[src/rtl/mem_access_unit.sv]
// mem_access_unit: byte/half/word load-store controller for a little-endian 4-byte-wide data memory
// Ports: CLK/Reset (sync, active-high); req/wr/size/sign_ext/addr/wdata request latched in IDLE;
// busy/done/err/rdata status and load result; mem_RW/mem_Addr/mem_DataIn/mem_DataOut memory side.
module mem_access_unit #(
  parameter int MEM_BYTES = 256,
  parameter int ADDR_W = 32
) (
  input  logic              CLK,
  input  logic              Reset,
  input  logic              req,
  input  logic              wr,
  input  logic [1:0]        size,
  input  logic              sign_ext,
  input  logic [ADDR_W-1:0] addr,
  input  logic [31:0]       wdata,
  output logic              busy,
  output logic              done,
  output logic              err,
  output logic [31:0]       rdata,
  output logic              mem_RW,
  output logic [ADDR_W-1:0] mem_Addr,
  output logic [31:0]       mem_DataIn,
  input  logic [31:0]       mem_DataOut
);
  typedef enum logic [2:0] {IDLE, CHK, RD, WR, FIN} state_t;
  localparam logic [ADDR_W:0] LIMIT = (ADDR_W+1)'(MEM_BYTES);
  state_t state;
  logic wr_q, sx_q, err_q;
  logic [1:0] size_q;
  logic [ADDR_W-1:0] addr_q;
  logic [31:0] wdata_q;
  logic [ADDR_W:0] nbytes, end_addr;
  logic bad;
  logic [31:0] ld, mg;
  // end address is one bit wider than addr so a range check near the top cannot wrap
  assign nbytes = {{(ADDR_W-2){1'b0}}, size_q == 2'b00 ? 3'd1 : size_q == 2'b01 ? 3'd2 : 3'd4};
  assign end_addr = {1'b0, addr_q} + nbytes;
  assign bad = (size_q == 2'b11) | (size_q == 2'b01 & addr_q[0]) |
               (size_q == 2'b10 & |addr_q[1:0]) | (end_addr > LIMIT);
  assign ld = size_q == 2'b00 ? {{24{sx_q & mem_DataOut[7]}}, mem_DataOut[7:0]} :
              size_q == 2'b01 ? {{16{sx_q & mem_DataOut[15]}}, mem_DataOut[15:0]} : mem_DataOut;
  assign mg = size_q == 2'b00 ? {mem_DataOut[31:8], wdata_q[7:0]} : {mem_DataOut[31:16], wdata_q[15:0]};
  // combinational so a Reset during WR suppresses the negedge write of that cycle
  assign mem_RW = (state == WR) & ~Reset;
  always_ff @(posedge CLK) begin
    if (Reset) begin
      state <= IDLE;
      busy <= 1'b0;
      done <= 1'b0;
      err <= 1'b0;
      err_q <= 1'b0;
      rdata <= '0;
      mem_Addr <= '0;
      mem_DataIn <= '0;
    end else begin
      done <= 1'b0;
      err <= 1'b0;
      case (state)
        IDLE: if (req) begin
          wr_q <= wr;
          size_q <= size;
          sx_q <= sign_ext;
          addr_q <= addr;
          wdata_q <= wdata;
          busy <= 1'b1;
          state <= CHK;
        end
        CHK: begin
          err_q <= bad;
          if (bad) state <= FIN;
          else begin
            mem_Addr <= addr_q;
            mem_DataIn <= wdata_q;
            state <= (wr_q && size_q == 2'b10) ? WR : RD;
          end
        end
        RD: begin
          if (wr_q) begin
            mem_DataIn <= mg;
            state <= WR;
          end else begin
            rdata <= ld;
            mem_Addr <= '0;
            mem_DataIn <= '0;
            state <= FIN;
          end
        end
        WR: begin
          mem_Addr <= '0;
          mem_DataIn <= '0;
          state <= FIN;
        end
        FIN: begin
          done <= 1'b1;
          err <= err_q;
          busy <= 1'b0;
          state <= IDLE;
        end
        default: state <= IDLE;
      endcase
    end
  end
endmodule

[config.mk]
export PLATFORM = sky130hd
export DESIGN_NAME = mem_access_unit
export DESIGN_NICKNAME = d
export VERILOG_FILES = /design/src/rtl/mem_access_unit.sv
export SDC_FILE = /design/constraint.sdc
export NUM_CORES = 1
export LEC_CHECK = 0
export ABC_AREA = 1
export BUFFER_PORTS_ARGS = -buffer_cell sky130_fd_sc_hd__clkbuf_2
export CAP_MARGIN = 20
export CORE_MARGIN = 2
export CORE_UTILIZATION = 52
export CTS_CLUSTER_DIAMETER = 200
export CTS_CLUSTER_SIZE = 24
export DETAILED_ROUTE_END_ITERATION = 7
export MAX_ROUTING_LAYER = met4
export PLACE_DENSITY_LB_ADDON = 0.3
export SYNTH_ARGS = -nofsm -noshare
export SYNTH_HDL_FRONTEND = slang
export SYNTH_SLANG_ARGS = --single-unit
[constraint.sdc]
create_clock -name CLK -period 6.23 [get_ports CLK]
set_clock_uncertainty 0.2 [all_clocks]
set_input_delay 0.9345 -clock CLK [delete_from_list [all_inputs] [get_ports CLK]]
set_output_delay 0.9345 -clock CLK [all_outputs]
set_load 0.01 [all_outputs]
Yosys cells after proc, flatten, opt, wreduce, memory -nomap -nowiden
Cells that the tools add are included.

operators by class
  bitwise operators = 11
  add/sub/neg operators = 1
  eq/ne operators = 10
  multiplexer cells = 19
  $lt $le $gt $ge = 1
  reductions and logical operators = 12

operator list
  operator                                                                          count
  32-bit 2-to-1 mux                                                                 6
  32-bit case mux with 3 select lines                                               2
  32-bit by 3-bit adder with 33-bit output                                          1
  33-bit by 9-bit greater-than comparator with 1-bit output, second input constant  1
  16-bit 2-to-1 mux                                                                 1
  3-bit 2-to-1 mux                                                                  5
  3-bit case mux with 4 select lines                                                1
  3-bit by 2-bit == test with 1-bit output, second input constant                   2
  2-bit != test, second input constant                                              3
  2-bit AND reduction                                                               3
  3-bit AND reduction                                                               2
  1-bit AND                                                                         5
  2-bit == test, second input constant                                              2
  2-bit OR reduction                                                                2
  3-bit by 1-bit == test with 1-bit output, second input constant                   1
  3-bit == test, second input constant                                              1
  3-bit zero test                                                                   1
  1-bit 2-to-1 mux                                                                  3
  1-bit inverter                                                                    3
  1-bit bitwise OR                                                                  3
  3-bit nonzero test                                                                1
  2-bit by 1-bit == test with 1-bit output, second input constant                   1
  2-bit zero test                                                                   1
  1-bit case mux with 2 select lines                                                1
  other kinds (2)                                                                   2

word-level totals
  register bits = 171
  output and inout bits = 100
  input port bits = 103

Depth between registers and ports, before layout
Gate-level depths: netlist (run 1).

  depth after elaboration = 8
  gate-level depth with buffers = 23

Least setup slack after synthesis (run 1)
Ideal clock, no wire load.

  path kind = input to register
  start point = in Reset
  end point = reg addr_q[0], enable pin
  stages on the path = 3
  setup time = 494 ps
  arrival = 4208 ps
  data required time = 5536 ps
  path buffers = 2
  setup slack = 1328 ps
  cell sequence = clkbuf_1 > clkbuf_1 > nor2_1

on the way
  longest elaborated chain between the ends = 2

RTL lines
  item                                  RTL line  source
  from (decl)                           9         input logic Reset,
  1-bit inverter (no source line)       n/a
  3-bit AND reduction (no source line)  n/a
  to (signal assigned)                  63        addr_q <= addr;
  to (decl)                             30        logic [ADDR_W-1:0] addr_q;

No other way between the ends.
A chain may end at the register's enable or synchronous reset.

Worst setup path in the final report (run 1)
  start point = reg size_q[1]
  end point = reg mem_DataIn[18]

on the way
  longest elaborated chain between the ends = 8
  elaborated cells on any way between the ends = 15

RTL lines
  item                                                       RTL line  source
  from (decl)                                                29        logic [1:0] size_q;
  from (signal assigned)                                     61        size_q <= size;
  2-bit by 1-bit == test with 1-bit output                   36, 38
  3-bit 2-to-1 mux (2 in a row)                              36        assign nbytes = {{(ADDR_W-2){1'b0}}, size_q == 2'b00 ? 3'd1 : size_q == 2'b01 ? 3'd2 : 3'd4};
  32-bit by 3-bit adder with 33-bit output                   37        assign end_addr = {1'b0, addr_q} + nbytes;
  33-bit by 9-bit greater-than comparator with 1-bit output  39        (size_q == 2'b10 & |addr_q[1:0]) | (end_addr > LIMIT);
  1-bit bitwise OR *                                         39
  2-bit != test (no source line) *                           n/a
  2-bit AND reduction (no source line) *                     n/a
  to (signal assigned)                                       73        mem_DataIn <= wdata_q;
  to (signal assigned)                                       79        mem_DataIn <= mg;
  to (decl)                                                  22        output logic [31:0] mem_DataIn,

Every way passes the cells marked *; elsewhere a longest branch is shown, timed or not.

==> metrics.md, run 1 <==
| Metric | Value |
|---|---|
| Status | `finished, final reports clean` |
| P_sw | `0.655 mW` |
| Synth cell types | `40` |
| Sequential Power Share | `0.482` |
| Clock Latency Late Sink | `0.43 ns` |
| Mean number of vias per cell | `between 5 and 6` |
| Setup TNS Final | `0 ns` |
| Post-synth top area share | `0.279` |
| CP Max Fanout | `32` |
| Most frequent cells in the layout | `202 x clkbuf_2, 184 x nor2_1, 179 x nand2_1` |
| Clock power share | `0.422` |
| Syn. warnings | `0` |
| Num rows | `43` |
| # nets final | `about 1200` |
| Crit path top cell by count | `nand2_1` |
| GRT Total Usage | `0.257` |
| CP Buf/Inv Count | `1` |
| Post-synthesis sequential area ratio | `0.556` |
| HPWL after DPL | `13200 um` |
| Critical path startpoint category | `flip-flop` |
| Final critical path time including I/O delays and setup | `~4.2 ns` |
| Wire per inst | `around 15 um` |
| Worst min-delay path class | `reg2reg` |
| Syn_nets | `995` |
| WP data arrival | `approximately 4.4 ns` |
| Number of synthesized flops with an enable pin | `68` |
| Syn avg cell area | `~8.3 sq um` |
| Vias in the first global route | `5871` |
| Iter 0 DRT Violations | `around 490` |
| CP max stage delay | `~0.84 ns` |
| Slowest CP cell | `edfxtp_1` |
| Fmax | `~240 MHz` |
| Yosys reg bits | `approximately 170` |
| CTS tree | `done` |
| Core area | `13900 sq um` |
| Cell count after synthesis | `888` |
| I/O pin cnt | `~200` |
| Starting Density | `0.532` |
| Routed via count | `between 6000 and 7000` |
| Share of layout cells above drive strength 1 | `0.248` |
| Router iterations before antenna repair | `6` |
| Cell Area, Synth | `approximately 7400 sq um` |
| Comb pwr share | `0.096` |
| Commonest non-fill, non-tap cell in the layout | `clkbuf_2` |
| Area delta synth->final | `23.5%` |
| Initial antenna violation count | `1` |
| WL final | `18700 um` |
| Setup Fix Bufs, Post-CTS | `0` |
| Max-cap violations | `0` |
| Critical path cell sequence | `nor2_1, ha_1, fa_1, nand3_1, nand2_1, nand2_2, nor2_2, nand2_1, nand2_1, nand2_1, nand2_1, nor2_1, nand2_1, nor2_1, nand3_2, nand2_4, nand2_4, clkinv_2, nor2_1, nor2_1` |
| Main synth FF type | `dfxtp_1` |
| CTS sink cnt | `around 170` |
| Hold buffers post-CTS | `0` |
| Finished Core Util | `0.657` |
| H-tree Lvls | `4` |
| Peak VDD IR | `333 uV` |
| Internal power | `between 1.5 and 2 mW` |
| Top post-synthesis cells by area | `dfxtp_1 28%, edfxtp_1 28%, nor2_1 9.4%` |
| DRC errors left | `0` |
| Crit path capture type | `flip-flop` |
| RSZ-0062 raised after global routing | `no` |
| Worst-margin pin slew | `~0.85 ns` |
| Cts repair resizes | `0` |
| Final cycle utilization of the critical path | `0.673` |
| Worst slew margin | `0.434` |
| Critical path class | `reg2reg` |
| Worst Path Required | `6.39 ns` |
| RD Place Congestion | `approximately 0.92` |
| Max-slew violations | `0` |
| Worst-path clk slew | `~0.07 ns` |
| Port Buffers | `between 200 and 250` |
| Root Buffer | `clkbuf_16` |
| Ys async rst share | `0` |
| Largest net degree at the start of global routing | `76` |
| Setup-failing EPs final | `0` |
| Full die area | `15200 sq um` |
| Leak | `4.17 nW` |
| Hold Fails Final Rpt | `0` |
| Routed Antenna Nets | `0` |
| Sw Ratio | `0.251` |
| First-pass GRT wire length | `roughly 29000 um` |
| Delay-heaviest family, CP | `simple AND/OR/NAND/NOR gates` |
| Synth area leader | `dfxtp_1` |
| Die Wd | `between 100 and 150 um` |
| Power per Cell Area | `287 nW/um^2` |
| Num CTS Buffers | `17` |
| CTS Buffer Depth | `2` |
| Grt ovf | `0` |
| Die height | `roughly 120 um` |
power by group through the flow:
stage / combinational, mW / clock (mW) / sequential [mW]
after detailed placement: 0.249 / 0 / 1.28
final: 0.251 / 1.10 / 1.26
after CTS: 0.251 / 1.11 / 1.26
after floorplan: 0.147 / 0 / 1.29
after global routing: 0.284 / 1.16 / 1.26
after global placement: 0.246 / 0 / 1.28
tightest hold or removal path: stages, from the launching register on:
cell,delay (ns)
dfxtp_1,0.31
nand2_1,0.06
nor2_1,0.03
flip-flops by register name, indices dropped and copies added, names as in the netlist:
register / count
wdata_q: 32
busy: 1
size_q: 2
state: 3
done: 1
mem_DataIn: 32
sx_q: 1
err_q: 1
mem_Addr: 32
wr_q: 1
addr_q: 32
rdata: 32
err: 1
final cells by class:
| cell class | instances | area, sq um |
|---|---|---|
| Inverter | 79 | 298 |
| Fill cell | 1196 | 4770 |
| Timing Repair Buffer | 207 | 1060 |
| Antenna cell | 1 | 2.50 |
| Tap cell | 180 | 225 |
| Multi-Input combinational cell | 601 | 2810 |
| Clock buffer | 17 | 425 |
| Sequential cell | 171 | 4100 |
| Clock inverter | 15 | 188 |
worst paths after layout:
kind | start | endpoint | slack [ns] | depth (start not counted)
hold reg to reg | mem_Addr[23]$_SDFFE_PP0P_ | mem_Addr[23]$_SDFFE_PP0P_ | 0.24 | 2
setup reg to reg | size_q[1]$_DFFE_PP_ | mem_DataIn[18]$_SDFFE_PP0P_ | 2.04 | 20
hold / removal | mem_Addr[23]$_SDFFE_PP0P_ | mem_Addr[23]$_SDFFE_PP0P_ | 0.24 | 2
setup / recovery | size_q[1]$_DFFE_PP_ | mem_DataIn[18]$_SDFFE_PP0P_ | 2.04 | 20
routing by layer:
layer	part of all wire	up-vias	track usage
met4	0.028	0	0.0973
met2	0.46	269	0.394
met5	0	-	-
met3	0.076	34	0.0687
met1	0.44	2903	0.329
li1	-	3286	-
cell families (layout without fill, tap and decap cells):
kind of cell	after synthesis	after routing	share of synthesized area
buffers and inverters	116	318	0.0653
DFF	171	171	0.556
xor gates and xnor gates	3	3	0.00356
and+or+nand+nor	444	444	0.254
adders and majority gates	4	4	0.00780
AOI/OAI and AO/OA	150	150	0.113
other	0	1	0
synth_stat cells, types with 6 or more instances:
cell	count
nor2_1	185
o22ai_1	6
a22o_1	16
dfxtp_1	103
nor2_2	13
o21ai_1	11
nand2_1	179
nand3_1	23
o21ai_0	57
inv_1	73
nand3b_1	9
nand4_1	16
edfxtp_1	68
clkbuf_1	23
a21oi_1	53
stage by stage:
stage | instances | area [sq um] | worst slack (ns) | hold WS (ns) | power [mW]
final | 1271 | 9110 | 2.04 | 0.238 | 2.61
after global routing | 1271 | 9110 | 1.64 | 0.256 | 2.71
after global placement | 1236 | 8470 | 2.24 | 0.225 | 1.53
after detailed placement | 1237 | 8480 | 2.12 | 0.227 | 1.53
after floorplan | 888 | 7380 | 1.33 | 0.257 | 1.43
after CTS | 1269 | 9090 | 2.06 | 0.238 | 2.62
(Power assumes the default switching activity.)
==> run 2: changes to the inputs <==
==> constraint.sdc (replaced) <==
create_clock -name CLK -period 4.05 [get_ports CLK]
set_clock_uncertainty 0.2 [all_clocks]
set_input_delay 0.6075 -clock CLK [delete_from_list [all_inputs] [get_ports CLK]]
set_output_delay 0.6075 -clock CLK [all_outputs]
set_load 0.01 [all_outputs]
==> metrics.md, run 2 (synthesis results as in run 1) <==
| Metric | Value |
|---|---|
| Worst Path Required | `approximately 4.2 ns` |
| RSZ-0062 raised after global routing | `no` |
| # nets final | `between 1000 and 1500` |
| Setup Fix Bufs, Post-CTS | `0` |
| GRT Total Usage | `0.253` |
| Hold Fails Final Rpt | `0` |
| Grt ovf | `0` |
| Power per Cell Area | `between 400 and 500 nW/um^2` |
| Worst min-delay path class | `in2reg` |
| Num rows | `43` |
| Most frequent cells in the layout | `202 x clkbuf_2, 184 x nor2_1, 179 x nand2_1` |
| Cts repair resizes | `0` |
| WP data arrival | `between 3 and 4 ns` |
| Largest net degree at the start of global routing | `between 40 and 50` |
| Sequential Power Share | `0.474` |
| Share of layout cells above drive strength 1 | `0.249` |
| Mean number of vias per cell | `5.14` |
| Worst-margin pin slew | `around 0.80 ns` |
| Root Buffer | `clkbuf_16` |
| Critical path class | `reg2reg` |
| Num CTS Buffers | `17` |
| Router iterations before antenna repair | `5` |
| Setup-failing EPs final | `0` |
| Final critical path time including I/O delays and setup | `roughly 3.5 ns` |
| I/O pin cnt | `203` |
| Full die area | `15200 sq um` |
| DRC errors left | `0` |
| CTS Buffer Depth | `2` |
| Commonest non-fill, non-tap cell in the layout | `clkbuf_2` |
| CP Max Fanout | `32` |
| Final worst setup slack | `around 0.52 ns` |
| P_sw | `approximately 1.0 mW` |
| Clock Latency Late Sink | `0.43 ns` |
| Status | `finished, final reports clean` |
| Max-slew violations | `0` |
| WL final | `between 15000 and 20000 um` |
| Crit path capture type | `flip-flop` |
| Leak | `4.20 nW` |
| Max-cap violations | `0` |
| Final cycle utilization of the critical path | `0.872` |
| Area delta synth->final | `24.2%` |
| Sw Ratio | `0.245` |
| Starting Density | `0.532` |
| First-pass GRT wire length | `28800 um` |
| Routed Antenna Nets | `0` |
| CTS tree | `done` |
| Clock power share | `0.430` |
| Critical path startpoint category | `flip-flop` |
| Setup TNS Final | `0 ns` |
| RD Place Congestion | `a little over 0.9` |
| Min Hold Slack | `0.146 ns` |
| Pwr Total | `4.07 mW` |
| Core area | `approximately 14000 sq um` |
| Comb pwr share | `0.096` |
| Die height | `between 100 and 150 um` |
| Worst slew margin | `0.464` |
| Worst-path clk slew | `~0.070 ns` |
| # diodes | `0` |
| CTS sink cnt | `about 170` |
| H-tree Lvls | `4` |
| Peak VDD IR | `around 280 uV` |
| Internal power | `roughly 3.1 mW` |
| Iter 0 DRT Violations | `between 400 and 500` |
| Routed via count | `~6500` |
| Hold buffers post-CTS | `0` |
| Initial antenna violation count | `0` |
| HPWL after DPL | `13200 um` |
| Fmax | `about 280 MHz` |
| Port Buffers | `slightly above 200` |
| Vias in the first global route | `5961` |
| Pre-CTS setup slack | `about 0.44 ns` |
| Die Wd | `123 um` |
| Wire per inst | `approximately 15 um` |
run 2: path summary, 6_finish.rpt:
kind / startpoint / to / slack (ns) / depth (start not counted)
setup / recovery: size_q[1]$_DFFE_PP_ / mem_DataIn[17]$_SDFFE_PP0P_ / 0.52 / 19
hold / removal: wdata[9] / wdata_q[9]$_DFFE_PP_ / 0.15 / 1
setup reg to reg: size_q[1]$_DFFE_PP_ / mem_DataIn[17]$_SDFFE_PP0P_ / 0.52 / 19
hold reg to reg: mem_Addr[16]$_SDFFE_PP0P_ / mem_Addr[16]$_SDFFE_PP0P_ / 0.24 / 2
run 2: area by class of cell:
class,instances,area [sq um]
tap,180,225
multi-input combinational,601,2810
clock inverter,12,175
sequential,171,4100
timing repair buffer,210,1080
clock buffer,20,468
fill,1178,4720
inverter,79,299
run 2: worst max-delay path, stage by stage (launching register included):
cell and delay [ns]:
edfxtp_1 0.45, nor2_1 0.18, ha_1 0.25, fa_1 0.27, nand3_1 0.09, nand2_1 0.14, nand3_1 0.13, nor2_1 0.18
nand2_1 0.07, nand2_1 0.06, nand2_1 0.05, nor2_1 0.10, nand2_1 0.07, nor2_2 0.13, nand3_2 0.11, nand2_4 0.18
nand2_4 0.24, inv_4 0.38, nor2_1 0.07, nor2_1 0.11
run 2: through the flow:
stage               instance area (sq um)  cells  utilization
floorplan                            7380    888            -
global placement                     8520   1241        0.614
detailed placement                   8520   1241        0.614
CTS                                  9160   1273        0.660
global route                         9160   1273        0.660
finish                               9160   1273        0.660
run 2: routing by layer:
layer	part of all wire	wire length, um	global-route usage
met2	0.47	8660	0.400
met1	0.44	8150	0.313
met3	0.066	1220	0.0623
met4	0.029	533	0.102
met5	0	0	-
run 2: power by group through the flow:
| stage | Sequential, mW | Combinational (mW) | Clock, mW |
|---|---|---|---|
| 2_1_floorplan | 1.98 | 0.226 | 0 |
| 3_3_place_gp | 1.97 | 0.386 | 0 |
| 3_5_place_dp | 1.97 | 0.391 | 0 |
| 4_1_cts | 1.93 | 0.393 | 1.77 |
| 5_1_grt | 1.94 | 0.443 | 1.84 |
| 6_report | 1.93 | 0.392 | 1.75 |
